===== config.mk =====
export PLATFORM = sky130hd
export DESIGN_NAME = imem_load_arb
export DESIGN_NICKNAME = d
export VERILOG_FILES = /design/src/rtl/imem_load_arb.sv
export SDC_FILE = /design/constraint.sdc
export NUM_CORES = 1
export LEC_CHECK = 0
export BUFFER_PORTS_ARGS = -buffer_cell sky130_fd_sc_hd__buf_2
export CORE_MARGIN = 2
export CORE_UTILIZATION = 45
export CTS_BUF_LIST = sky130_fd_sc_hd__clkbuf_2
export CTS_CLUSTER_DIAMETER = 120
export CTS_CLUSTER_SIZE = 10
export DETAILED_ROUTE_END_ITERATION = 6
export PLACE_DENSITY = 0.8
export SLEW_MARGIN = 15
export SYNTH_ARGS = -nofsm -noshare
export SYNTH_HDL_FRONTEND = slang
export SYNTH_SLANG_ARGS = --single-unit

===== constraint.sdc =====
create_clock -name clk -period 1.99 [get_ports clk]
set_input_delay 0 -clock clk [delete_from_list [all_inputs] [get_ports clk]]
set_output_delay 0 -clock clk [all_outputs]
set_load 0.05 [all_outputs]

===== src/rtl/imem_load_arb.sv =====
// Arbitrates the instruction memory between the CPU fetch path and a byte-serial
// program loader; stalls the CPU during a load and restarts it at PC 0 afterwards.
//
// state   | meaning
// --------+--------------------------------------------------
// RUN     | CPU owns the memory read port
// COLLECT | CPU stalled, assembling a 32-bit word from bytes
// WRITE   | CPU stalled, one-cycle write of the assembled word
module imem_load_arb #(
    parameter int AW = 6
) (
    input  logic          clk,
    input  logic          rst,
    input  logic [31:0]   cpu_pc,
    output logic [31:0]   cpu_inst,
    output logic          cpu_stall,
    output logic          cpu_restart,
    input  logic          ld_start,
    input  logic [AW:0]   ld_count,
    input  logic          ld_abort,
    input  logic          ld_valid,
    input  logic [7:0]    ld_byte,
    output logic          ld_ready,
    output logic          ld_err,
    output logic [AW-1:0] mem_addr,
    output logic          mem_we,
    output logic [31:0]   mem_wdata,
    input  logic [31:0]   mem_rdata
);

    typedef enum logic [1:0] {
        RUN     = 2'd0,
        COLLECT = 2'd1,
        WRITE   = 2'd2
    } state_t;

    localparam logic [AW:0] DEPTH = {1'b1, {AW{1'b0}}};

    state_t      state, state_nx;
    logic [AW:0] ptr, cnt, ptr_inc;
    logic [1:0]  bcnt;
    logic [31:0] shift;
    logic        restart_q, err_q;

    logic        load_go, byte_take, word_done, pulse_restart, pulse_err;
    logic        unused_pc;

    assign unused_pc   = ^{cpu_pc[31:AW+2], cpu_pc[1:0]};
    assign ptr_inc     = ptr + 1'b1;
    assign mem_wdata   = shift;
    assign cpu_restart = restart_q;
    assign ld_err      = err_q;

    always_ff @(posedge clk or posedge rst) begin
        if (rst) begin
            state <= RUN;
        end else begin
            state <= state_nx;
        end
    end

    always_comb begin
        state_nx      = state;
        load_go       = 1'b0;
        byte_take     = 1'b0;
        word_done     = 1'b0;
        pulse_restart = 1'b0;
        pulse_err     = 1'b0;
        cpu_inst      = 32'h0;
        cpu_stall     = 1'b1;
        ld_ready      = 1'b0;
        mem_we        = 1'b0;
        mem_addr      = ptr[AW-1:0];

        case (state)
            RUN: begin
                cpu_stall = 1'b0;
                cpu_inst  = mem_rdata;
                mem_addr  = cpu_pc[AW+1:2];
                if (ld_start && (ld_count != '0)) begin
                    load_go  = 1'b1;
                    state_nx = COLLECT;
                end
            end
            COLLECT: begin
                ld_ready = 1'b1;
                if (ld_abort) begin
                    state_nx      = RUN;
                    pulse_err     = 1'b1;
                    pulse_restart = 1'b1;
                end else if (ld_valid) begin
                    byte_take = 1'b1;
                    if (bcnt == 2'd3) begin
                        state_nx = WRITE;
                    end
                end
            end
            WRITE: begin
                mem_we    = 1'b1;
                word_done = 1'b1;
                // an abort here still lets this word land in memory
                if (ld_abort) begin
                    state_nx      = RUN;
                    pulse_err     = 1'b1;
                    pulse_restart = 1'b1;
                end else if (ptr_inc == cnt) begin
                    state_nx      = RUN;
                    pulse_restart = 1'b1;
                end else begin
                    state_nx = COLLECT;
                end
            end
            default: begin
                state_nx = RUN;
            end
        endcase
    end

    always_ff @(posedge clk or posedge rst) begin
        if (rst) begin
            ptr       <= '0;
            cnt       <= '0;
            bcnt      <= 2'd0;
            shift     <= 32'h0;
            restart_q <= 1'b0;
            err_q     <= 1'b0;
        end else begin
            restart_q <= pulse_restart;
            err_q     <= pulse_err;
            if (load_go) begin
                cnt  <= (ld_count > DEPTH) ? DEPTH : ld_count;
                ptr  <= '0;
                bcnt <= 2'd0;
            end
            if (byte_take) begin
                shift <= {shift[23:0], ld_byte};
                bcnt  <= bcnt + 2'd1;
            end
            if (word_done) begin
                ptr  <= ptr_inc;
                bcnt <= 2'd0;
            end
        end
    end

endmodule


**Word-level counts from Yosys, hierarchy flattened**

Cells that the tools add are included.

- Output and inout bits: 75
- Register bits after elaboration: 52
- Word-level logic and storage cells: 52
- Bits of input ports: 84

- Reductions and logical operators: 7
- Magnitude comparators: 1
- $add $sub $neg: 2
- Equality and inequality tests: 7
- Multiplexer cells: 28

Operator list:

| cell | count |
|---|---|
| 32-bit two-way mux | 1 |
| 7-bit two-way mux | 3 |
| 1-bit two-way mux | 14 |
| 2-bit two-way mux | 7 |
| 7-bit by 1-bit adder with 7-bit output (second input constant) | 1 |
| 7-bit equality test | 1 |
| 7-bit > comparator (second input constant) | 1 |
| 7-bit nonzero test | 1 |
| 6-bit two-way mux | 1 |
| 3-bit != test (second input constant) | 2 |
| 2-bit one-hot mux with 3 select lines | 1 |
| 2-bit equality test (second input constant) | 2 |
| 3-bit AND reduction | 1 |
| 3-bit nonzero test | 1 |
| 2-bit by 1-bit adder with 2-bit output (second input constant) | 1 |
| 2-bit by 1-bit equality test with 1-bit output (second input constant) | 1 |
| 2-bit zero test | 1 |
| 2-bit != test (second input constant) | 1 |
| 1-bit one-hot mux with 2 select lines | 1 |
| 2-bit nonzero test | 1 |
| 2-bit OR reduction | 1 |
| 1-bit logical AND | 1 |

**Depth between registers and ports, before layout**

Gate-level depths: netlist (run 1).

- Depth in word-level cells: 7
- Depth in mapped cells: 7
- Mapped depth without buffers: 7

**Least setup slack after synthesis (run 1)**

OpenSTA, ideal clock, no wires.

- Path type: flip-flop to output port
- Start point: register state[0]
- End point: output mem_addr[2]
- Setup slack: -46 ps
- Buffers on the path: 1
- Arrival time: 2,036 ps
- Cell stages (with the launch flop): 5
- Required time: 1,990 ps
- Cell sequence: dfrtp_1 inv_1 ha_1 clkbuf_1 o21ai_0

- Word-level cells in the longest chain between the ends: 2

Ends and longest elaborated chain:

| what | line | source |
|---|---|---|
| start: declaration | 39 | `state_t state, state_nx;` |
| start signal: assignment | 58 | `state <= state_nx;` |
| 2-bit zero test | 75 | `case (state)` |
| 6-bit two-way mux | 75 |  |
| end: declaration | 25 | `output logic [AW-1:0] mem_addr,` |

No other way between the ends.

**Worst setup path in the final report (run 1)**

- Start point: register state[1]
- End point: output mem_addr[4]

Same word-level chain as after synthesis.

==> reports/metrics.yaml, run 1 <==
outcome:
  status: "completed"
finish:
  instances_no_fill: 547
  final_nets: 561
  antenna_cells: 0
  area_growth_pct: 44.1
  layout_commonest_cell: "buf_2"
  drive_gt1_frac: 0.367
  layout_common_cells: "131 x buf_2, 115 x nand2_1, 52 x dfrtp_1"
sta:
  report.final.slew_viol_count: 0
  worst_pin_slew_ns: 0.410
  fmax_mhz: 540
  setup_tns_ns: 0
  setup_viol: 0
  skew_ns: 0.0250
  finalHoldViolCount: 0
  rsz0062_at_grt: "false"
  min_period_ns: 1.85
  finalCritPeriodShare: 0.931
  slew_headroom: 0.726
clocking:
  cts_tree: "built"
  h-tree-depth: 2
  cts_max_path_buffers: 2
  path_clk_slew_ns: 0.27
  tritoncts.num_buffers: 5
  cts_sinks: 52
  clk_latency_ns: 0.44
  cts_root_buf: "clkbuf_2"
power:
  total_power_uw: 7140
  irDropWorstVdd_mv: 1.17
  power_density_nw_per_um2: 1850
  p_leak_uw: 0.00212
setup_path:
  cp-start-kind: "flop"
  r2r_cells: 6
  required_ns: 1.99
  cp.arrival_ns: 1.85
  rr_endpoint: "state[0]$_DFFE_PP0P_"
  r2r_slack_ns: 0.16
  timing.rr.start: "ptr[1]$_DFFE_PP0P_"
  crit_type: "reg -> out"
  critPathCaptureType: "output pin"
  path_max_fanout: 20
global_routing:
  grt_pass1_wl_mm: 11.4
  grt_max_degree: 40
  grt_use_total: 0.227
  grt_pass1_vias: 2354
  antenna_found_initial: 0
  overflow: 0
drt:
  totalWireLength_mm: 7.36
  first_iter_violations: 164
  vias: 2661
  wl_per_cell_um: 13.4
  first_pass_iters: 4
  drc: 0
  vias_per_cell: 4.86
  ant_nets: 0
logic_synthesis:
  synth_area_um2: 2680
  synth_area_leaders: "dfrtp_1 49%, nand2_1 16%, and2_1 7.7%"
  yosys.area.top_type: "dfrtp_1"
  synth_cell_types: 37
  synth_area_per_cell_um2: 8.66
  ys_seq_area_frac: 0.486
  ys_warn_count: 0
  ys_seq_elements: 52
  syn_nets: 399
  synth_top_area_frac: 0.486
  synthCells: 309
flow_run:
  drv_cap: 0
placed_design:
  io_buffer_count: 132
  dp_hpwl_mm: 5.30
  finalWeightedCongestion: 0.862
  dp_cells: 508
floorplan:
  io_pins: 159
  die-area_um2: 6580
  rows: 28
  core-area_um2: 5850
  die_w_um: 81.1
  initial_core_util: 0.457
  dieHeight_um: 81.1
worst_hold_path:
  hp-class: "in -> async"
-- area by class of cell --
| cell class | instances | area (µm²) |
|---|---|---|
| clock buffers | 5 | 25.0 |
| clock inverters | 3 | 42.5 |
| flip-flops and latches | 52 | 1300 |
| inverters | 8 | 30.0 |
| fillers | 495 | 1990 |
| multi-input cells | 233 | 1290 |
| repair buffers | 171 | 1070 |
| well taps | 75 | 93.8 |
-- cell usage after synthesis, drive strengths merged --
cell type	count
and2	33
or2	1
a31oi	1
mux2	7
nand3b	1
nor4	2
xor2	2
a211o	1
or3	1
a41o	1
xnor2	6
o21ai	14
nand3	6
nand4	2
a31o	1
o22ai	1
inv	8
clkbuf	11
or4	1
nand2b	8
dfrtp	52
and3	2
ha	6
buf	5
o211ai	1
nand2	115
a311oi	1
mux2i	2
nor2	2
a21oi	8
and2b	1
o21bai	1
or3b	1
nor3b	1
a41oi	1
nor2b	2
-- report_power, final --
group / switching (µW) / internal [µW] / leakage (µW) / total [µW]
Clock: 335 / 211 / 0.0000406 / 546
Combinational: 3450 / 1380 / 0.00140 / 4830
Sequential: 303 / 1460 / 0.000682 / 1770
Total: 4090 / 3050 / 0.00212 / 7140
-- worst max-delay path: stages, from the launching register on --
cell and delay (ns):
dfrtp_1 0.46, inv_2 0.10, ha_4 0.16, buf_12 0.14, mux2_2 0.33, buf_2 0.21
-- how the worst max path moves through the flow --
stage	from	to	slack (ns)	depth (start not counted)
after floorplan	state[1]$_DFFE_PP0P_	mem_wdata[10]$_DFFE_PP0P_	0.04	7
after global placement	ptr[1]$_DFFE_PP0P_	state[0]$_DFFE_PP0P_	0.22	6
after detailed placement	ptr[1]$_DFFE_PP0P_	state[0]$_DFFE_PP0P_	0.15	6
after CTS	state[1]$_DFFE_PP0P_	mem_addr[4]	0.008	5
after global routing	state[1]$_DFFE_PP0P_	mem_addr[1]	0.03	5
final	state[1]$_DFFE_PP0P_	mem_addr[4]	0.14	5
-- through the flow --
step | setup WS [ns] | hold slack, ns | area (µm²) | utilization
finish | 0.137 | 0.0452 | 3860 | 0.659
CTS | 0.00812 | 0.0266 | 3800 | 0.649
floorplan | 0.0379 | 0.105 | 2680 | -
global route | 0.0328 | 0.0295 | 3860 | 0.659
global placement | 0.221 | 0.00810 | 3460 | 0.592
detailed placement | 0.149 | 0.0110 | 3460 | 0.592
-- layer usage --
metal  vias up  GRT usage  wire length (µm)
li1       1318          -                 -
met3         8     0.0322               485
met2        98      0.402              3820
met5         -          0                 0
met4         0     0.0729               110
met1      1237      0.287              2940
-- kinds of logic (layout without fill, tap and decap cells) --
family	after synthesis	in the layout	share of synthesized area
AOI/OAI and AO/OA	31	31	0.0757
xor gates and xnor gates	8	8	0.0262
adders and majority gates	6	6	0.0280
buffers and inverters	24	187	0.0360
DFF	52	52	0.486
muxes	9	9	0.0369
and+or+nand+nor	179	179	0.311
-- flip-flops by register name (all words and copies together), names as in the netlist --
register     count
cpu_restart      1
mem_wdata       32
state            2
bcnt             2
ptr              7
ld_err           1
cnt              7
-- timing repair --
item | CTS | global route
endpoints found under the setup margin | 38 | 6
buffers inserted | 2 | 4
hold buffers | 24 | 0
resized for setup | 3 | 3
gates cloned | 0 | 1
pin swaps | 0 | 1
hold endpoints to repair | 71 | 0
Power figures use the tool's default switching activity.
==> inputs of run 2 (changes only) <==
--- a/config.mk
+++ b/config.mk
@@ -5,14 +5,15 @@
 export SDC_FILE = /design/constraint.sdc
 export NUM_CORES = 1
 export LEC_CHECK = 0
+export ABC_AREA = 1
 export BUFFER_PORTS_ARGS = -buffer_cell sky130_fd_sc_hd__buf_2
 export CORE_MARGIN = 2
 export CORE_UTILIZATION = 45
 export CTS_BUF_LIST = sky130_fd_sc_hd__clkbuf_2
 export CTS_CLUSTER_DIAMETER = 120
-export CTS_CLUSTER_SIZE = 10
+export CTS_CLUSTER_SIZE = 28
 export DETAILED_ROUTE_END_ITERATION = 6
-export PLACE_DENSITY = 0.8
+export PLACE_DENSITY = 0.79
 export SLEW_MARGIN = 15
 export SYNTH_ARGS = -nofsm -noshare
 export SYNTH_HDL_FRONTEND = slang
==> reports/metrics.yaml, run 2 <==
placed_design:
  dp_cells: 569  # was 508
  finalWeightedCongestion: 0.811  # was 0.862
  dp_hpwl_mm: 5.02  # was 5.30 mm
  io_buffer_count: 132  # unchanged
drt:
  drc: 0  # unchanged
  vias: 2793  # was 2,661
  totalWireLength_mm: 7.33  # was 7.36 mm
  vias_per_cell: 4.59  # was 4.86
  ant_nets: 0  # unchanged
  first_iter_violations: 101  # was 164
  first_pass_iters: 5  # was 4
  wl_per_cell_um: 12.0  # was 13.4 µm
global_routing:
  grt_most_used_layer: "met2"  # unchanged
  use_met1: 0.261  # was 0.287
  antenna_found_initial: 0  # unchanged
  grt_util_met2: 0.372  # was 0.402
  grt_pass1_vias: 2491  # was 2,354
  overflow: 0  # unchanged
  grt_use_met3: 0.0378  # was 0.0322
  grt_pass1_wl_mm: 11.0  # was 11.4 mm
  grt_max_degree: 53  # was 40
  grt_use_total: 0.213  # was 0.227
power:
  irDropWorstVdd_mv: 1.13  # was 1.17 mV
  p_leak_uw: 0.00236  # was 0.00212 µW
  power_density_nw_per_um2: 1800  # was 1850 nW/µm²
sta:
  slew_headroom: 0.806  # was 0.726
  rsz0062_at_grt: "true"  # was false
  worst_pin_slew_ns: 0.288  # was 0.410 ns
  setup_viol: 0  # unchanged
  fmax_mhz: 513  # was 540 MHz
  finalHoldViolCount: 0  # unchanged
  finalCritPeriodShare: 0.980  # was 0.931
  skew_ns: 0.0230  # was 0.0250 ns
  report.final.slew_viol_count: 0  # unchanged
  min_period_ns: 1.95  # was 1.85 ns
  setup_tns_ns: 0  # unchanged
floorplan:
  rows: 28  # unchanged
  initial_core_util: 0.460  # was 0.457
  die-area_um2: 6620  # was 6580 µm²
  dieHeight_um: 81.4  # was 81.1 µm
  die_w_um: 81.4  # was 81.1 µm
  core-area_um2: 5850  # unchanged
  io_pins: 159  # unchanged
logic_synthesis:
  synth_area_um2: 2690  # was 2680 µm²
  synth_top_family_by_area: "simple AND/OR/NAND/NOR gates"  # unchanged
  yosys.area.top_type: "dfrtp_1"  # unchanged
  synthCells: 367  # was 309
  synth-simple-area-share: 0.276  # was 0.311
  ys_seq_area_frac: 0.483  # was 0.486
  synth_edf_count: 0  # unchanged
  synth-compound-area-share: 0.0906  # was 0.0757
  yosys.area_share.xor_xnor: 0  # was 0.0262
  syn_nets: 457  # was 399
  synthMuxAreaShare: 0  # was 0.0369
  synthAdderAreaFrac: 0.0279  # was 0.0281
  synthArstFlopShare: 1.00  # unchanged
  synth_area_leaders: "dfrtp_1 48%, nand2_1 19%, inv_1 10%"  # was dfrtp_1 49%, nand2_1 16%, and2_1 7.7%
  synth.most_common_cell: "nand2_1"  # unchanged
  synth_top_area_frac: 0.483  # was 0.486
  ys_seq_elements: 52  # unchanged
  ys_warn_count: 0  # unchanged
  synth_top_flop_cell: "dfrtp_1"  # unchanged
  yosys-top-cells-count: "139 x nand2_1, 73 x inv_1, 52 x dfrtp_1, 31 x o21ai_0, 22 x nand3_1"  # was 115 x nand2_1, 52 x dfrtp_1, 33 x and2_1, 11 x clkbuf_1, 10 x o21ai_0
  synth_cell_types: 23  # was 37
  synth_area_per_cell_um2: 7.34  # was 8.66 µm²
setup_path:
  timing.rr.start: "state[0]$_DFFE_PP0P_"  # was ptr[1]$_DFFE_PP0P_
  critPathCaptureType: "flop"  # was output pin
  rr_endpoint: "cnt[1]$_DFFE_PP0P_"  # was state[0]$_DFFE_PP0P_
  r2r_cells: 8  # was 6
  required_ns: 2.35  # was 1.99 ns
  path_max_fanout: 8  # was 20
  cp-start-kind: "flop"  # unchanged
  r2r_slack_ns: 0.04  # was 0.16 ns
  cp.arrival_ns: 2.31  # was 1.85 ns
  crit_type: "reg -> reg"  # was reg -> out
flow_run:
  drv_cap: 0  # unchanged
finish:
  drive_gt1_frac: 0.318  # was 0.367
  largest_register_ffs: 32  # unchanged
  final_nets: 623  # was 561
  area_growth_pct: 42.5  # was 44.1%
  instances_no_fill: 609  # was 547
  layout_commonest_cell: "nand2_1"  # was buf_2
  final_util: 0.656  # was 0.659
  layout_common_cells: "139 x nand2_1, 131 x buf_2, 72 x inv_1"  # was 131 x buf_2, 115 x nand2_1, 52 x dfrtp_1
  antenna_cells: 0  # unchanged
clocking:
  cts_root_buf: "clkbuf_2"  # unchanged
  cts_max_path_buffers: 2  # unchanged
  tritoncts.num_buffers: 5  # unchanged
  cts_sinks: 52  # unchanged
  cts_tree: "built"  # unchanged
  h-tree-depth: 2  # unchanged
  path_clk_slew_ns: 0.27  # about the same
  clk_latency_ns: 0.43  # was 0.44 ns
outcome:
  status: "completed"  # unchanged
worst_hold_path:
  hp-class: "in -> async"  # unchanged
-- run 2: cell type report --
| cell class | instances | area (µm²) |
|---|---|---|
| well taps | 75 | 93.8 |
| fillers | 502 | 2010 |
| clock inverters | 2 | 16.3 |
| multi-input cells | 229 | 1070 |
| repair buffers | 171 | 1040 |
| clock buffers | 6 | 30.0 |
| flip-flops and latches | 52 | 1300 |
| inverters | 74 | 278 |
-- run 2: cells by family after synthesis --
| family | count (synthesis) |
|---|---|
| adders and majority gates | 6 |
| DFF | 52 |
| buffers and inverters | 86 |
| AOI/OAI and AO/OA | 45 |
| and+or+nand+nor | 178 |
-- run 2: worst max-delay path, cell delays in order, from the launching register on --
cell and delay, ns:
dfrtp_1 0.46, inv_1 0.10, ha_2 0.20, inv_1 0.08
nor2_2 0.12, buf_6 0.14, nand3_1 0.07, dlygate4sd3_1 0.57
o21ai_0 0.13
-- run 2: what timing repair did --
action,4_1_cts,5_1_grt
buffers inserted,0,7
hold buffers,25,0
gates resized for setup,0,7
endpoints found under the hold margin,70,0
setup endpoints to repair,0,44
-- run 2: worst max path at each step --
stage	from	endpoint	slack, ns	cells after the start
2_1_floorplan	state[0]$_DFFE_PP0P_	mem_addr[3]	-0.08	5
3_3_place_gp	ptr[0]$_DFFE_PP0P_	state[0]$_DFFE_PP0P_	0.36	13
3_5_place_dp	ptr[0]$_DFFE_PP0P_	state[0]$_DFFE_PP0P_	0.31	13
4_1_cts	state[0]$_DFFE_PP0P_	cpu_inst[1]	0.01	6
5_1_grt	state[0]$_DFFE_PP0P_	cnt[2]$_DFFE_PP0P_	-0.04	8
6_report	state[0]$_DFFE_PP0P_	cnt[1]$_DFFE_PP0P_	0.04	8
-- run 2: per-stage QoR --
step,instance area (µm²),setup slack [ns],hold slack [ns],power (µW)
after floorplan,2690,-0.0807,0.0997,5230
after global placement,3460,0.359,0.0633,6160
after detailed placement,3460,0.313,0.0677,6250
after CTS,3760,0.0115,0.0990,6750
after global routing,3840,-0.0429,0.114,7340
final,3840,0.0402,0.101,6910
-- run 2: routing by layer --
metal / wire, µm / part of all wire
met1: 3120 / 0.43
met2: 3760 / 0.51
met3: 291 / 0.040
met4: 154 / 0.021
met5: 0 / 0
-- run 2: where the power goes --
group	internal [µW]	switching (µW)	leakage, µW
clock	94.0	348	0.0000292
combinational	1130	3590	0.00165
sequential	1470	268	0.000677
==> inputs of run 3 (changes only) <==
--- a/config.mk
+++ b/config.mk
@@ -14,6 +14,7 @@
 export CTS_CLUSTER_SIZE = 28
 export DETAILED_ROUTE_END_ITERATION = 6
 export PLACE_DENSITY = 0.79
+export REMOVE_ABC_BUFFERS = 1
 export SLEW_MARGIN = 15
 export SYNTH_ARGS = -nofsm -noshare
 export SYNTH_HDL_FRONTEND = slang
==> reports/metrics.yaml, run 3 (synthesized netlist as in run 2, its figures left out) <==
outcome:
  status: "completed"  # unchanged
placed_design:
  dp_hpwl_mm: 5.24  # was 5.02 mm
  io_buffer_count: 132  # unchanged
  finalWeightedCongestion: 0.858  # was 0.811
  dpl_cell_area_um2: 3450  # was 3460 µm²
  dp_cells: 568  # was 569
setup_path:
  crit_type: "reg -> reg"  # unchanged
  rr_endpoint: "cnt[5]$_DFFE_PP0P_"  # was cnt[1]$_DFFE_PP0P_
  path_max_fanout: 6  # was 8
  r2r_cells: 8  # unchanged
  r2r_slack_ns: 0.12  # was 0.04 ns
  cp-start-kind: "flop"  # unchanged
  timing.rr.start: "state[1]$_DFFE_PP0P_"  # was state[0]$_DFFE_PP0P_
  critPathCaptureType: "flop"  # unchanged
  required_ns: 2.35  # about the same
  cp.arrival_ns: 2.23  # was 2.31 ns
worst_hold_path:
  hp-class: "in -> async"  # unchanged
finish:
  final_nets: 616  # was 623
  antenna_cells: 0  # unchanged
  layout_common_cells: "139 x nand2_1, 132 x buf_2, 70 x inv_1"  # was 139 x nand2_1, 131 x buf_2, 72 x inv_1
  drive_gt1_frac: 0.315  # was 0.318
  largest_register_ffs: 32  # unchanged
  layout_commonest_cell: "nand2_1"  # unchanged
  instances_no_fill: 602  # was 609
  fin_area_um2: 3790  # was 3840 µm²
  area_growth_pct: 40.8  # was 42.5%
clocking:
  clk_latency_ns: 0.44  # was 0.43 ns
  cts_root_buf: "clkbuf_2"  # unchanged
  cts_tree: "built"  # unchanged
  cts_max_path_buffers: 2  # unchanged
  cts_sinks: 52  # unchanged
  path_clk_slew_ns: 0.28  # was 0.27 ns
  h-tree-depth: 2  # unchanged
  tritoncts.num_buffers: 5  # unchanged
global_routing:
  overflow: 0  # unchanged
  grt_pass1_vias: 2619  # was 2,491
  grt_max_degree: 45  # was 53
  antenna_found_initial: 0  # unchanged
  grt_pass1_wl_mm: 11.5  # was 11.0 mm
  grt_use_total: 0.228  # was 0.213
sta:
  setup_tns_ns: 0  # unchanged
  finalHoldViolCount: 0  # unchanged
  min_period_ns: 1.87  # was 1.95 ns
  slew_headroom: 0.692  # was 0.806
  setup_viol: 0  # unchanged
  report.final.slew_viol_count: 0  # unchanged
  worst_pin_slew_ns: 0.461  # was 0.288 ns
  fmax_mhz: 535  # was 513 MHz
  finalCritPeriodShare: 0.939  # was 0.980
  skew_ns: 0.0277  # was 0.0230 ns
floorplan:
  rows: 28  # unchanged
  initial_core_util: 0.460  # unchanged
  core-area_um2: 5850  # unchanged
  die-area_um2: 6620  # unchanged
  die_w_um: 81.4  # unchanged
  dieHeight_um: 81.4  # unchanged
  io_pins: 159  # unchanged
power:
  total_power_uw: 6890  # was 6910 µW
  power_density_nw_per_um2: 1820  # was 1800 nW/µm²
  irDropWorstVdd_mv: 1.15  # was 1.13 mV
  p_leak_uw: 0.00232  # was 0.00236 µW
drt:
  vias_per_cell: 4.69  # was 4.59
  drc: 0  # unchanged
  wl_per_cell_um: 12.3  # was 12.0 µm
  ant_nets: 0  # unchanged
  first_iter_violations: 201  # was 101
  totalWireLength_mm: 7.40  # was 7.33 mm
  first_pass_iters: 4  # was 5
  vias: 2823  # was 2,793
flow_run:
  drv_cap: 0  # unchanged
run 3: repair_timing:
item,CTS,global route
hold buffers,23,0
endpoints found under the hold margin,71,0
pin swaps,0,0
buffers inserted,0,2
cloned,0,1
endpoints found under the setup margin,22,42
resized for setup,2,7
run 3: how the worst max path moves through the flow:
stage	start	to	slack (ns)	depth (start not counted)
2_1_floorplan	state[0]$_DFFE_PP0P_	ptr[5]$_DFFE_PP0P_	-0.83	7
3_3_place_gp	state[0]$_DFFE_PP0P_	ptr[6]$_DFFE_PP0P_	0.34	5
3_5_place_dp	ptr[0]$_DFFE_PP0P_	state[0]$_DFFE_PP0P_	0.34	13
4_1_cts	state[0]$_DFFE_PP0P_	cpu_inst[24]	0.02	6
5_1_grt	state[1]$_DFFE_PP0P_	cnt[5]$_DFFE_PP0P_	-0.005	8
6_report	state[1]$_DFFE_PP0P_	cnt[5]$_DFFE_PP0P_	0.12	8
run 3: layout make-up:
cell class / count / area (µm²)
fillers: 509 / 2060
repair buffers: 164 / 987
inverters: 74 / 278
flip-flops and latches: 52 / 1300
well taps: 75 / 93.8
clock buffers: 5 / 25.0
clock inverters: 3 / 21.3
multi-input cells: 229 / 1080
run 3: through the flow:
stage / worst slack [ns] / util / hold WS [ns]
2_1_floorplan: -0.827 / - / 0.0997
3_3_place_gp: 0.342 / 0.590 / 0.00109
3_5_place_dp: 0.336 / 0.590 / 0.00697
4_1_cts: 0.0183 / 0.639 / 0.0143
5_1_grt: -0.00498 / 0.648 / 0.00932
6_report: 0.121 / 0.648 / 0.0614
run 3: where the power goes:
part           total [µW]  leakage [µW]  switching [µW]  internal [µW]
Clock                 444     0.0000294             354           89.2
Combinational        4690       0.00161            3590           1110
Sequential           1760      0.000677             283           1470
run 3: per-layer routing:
layer / global-route usage / wire (µm)
met1: 0.255 / 2930
met2: 0.422 / 3740
met3: 0.0589 / 660
met4: 0.0644 / 66
met5: 0 / 0
run 3: worst max-delay path, cell delays in order (launching register included):
cell	delay, ns
dfrtp_1	0.48
inv_2	0.09
ha_4	0.15
inv_1	0.09
nor2_4	0.14
buf_4	0.15
nand3_1	0.08
dlygate4sd3_1	0.57
o21ai_0	0.07
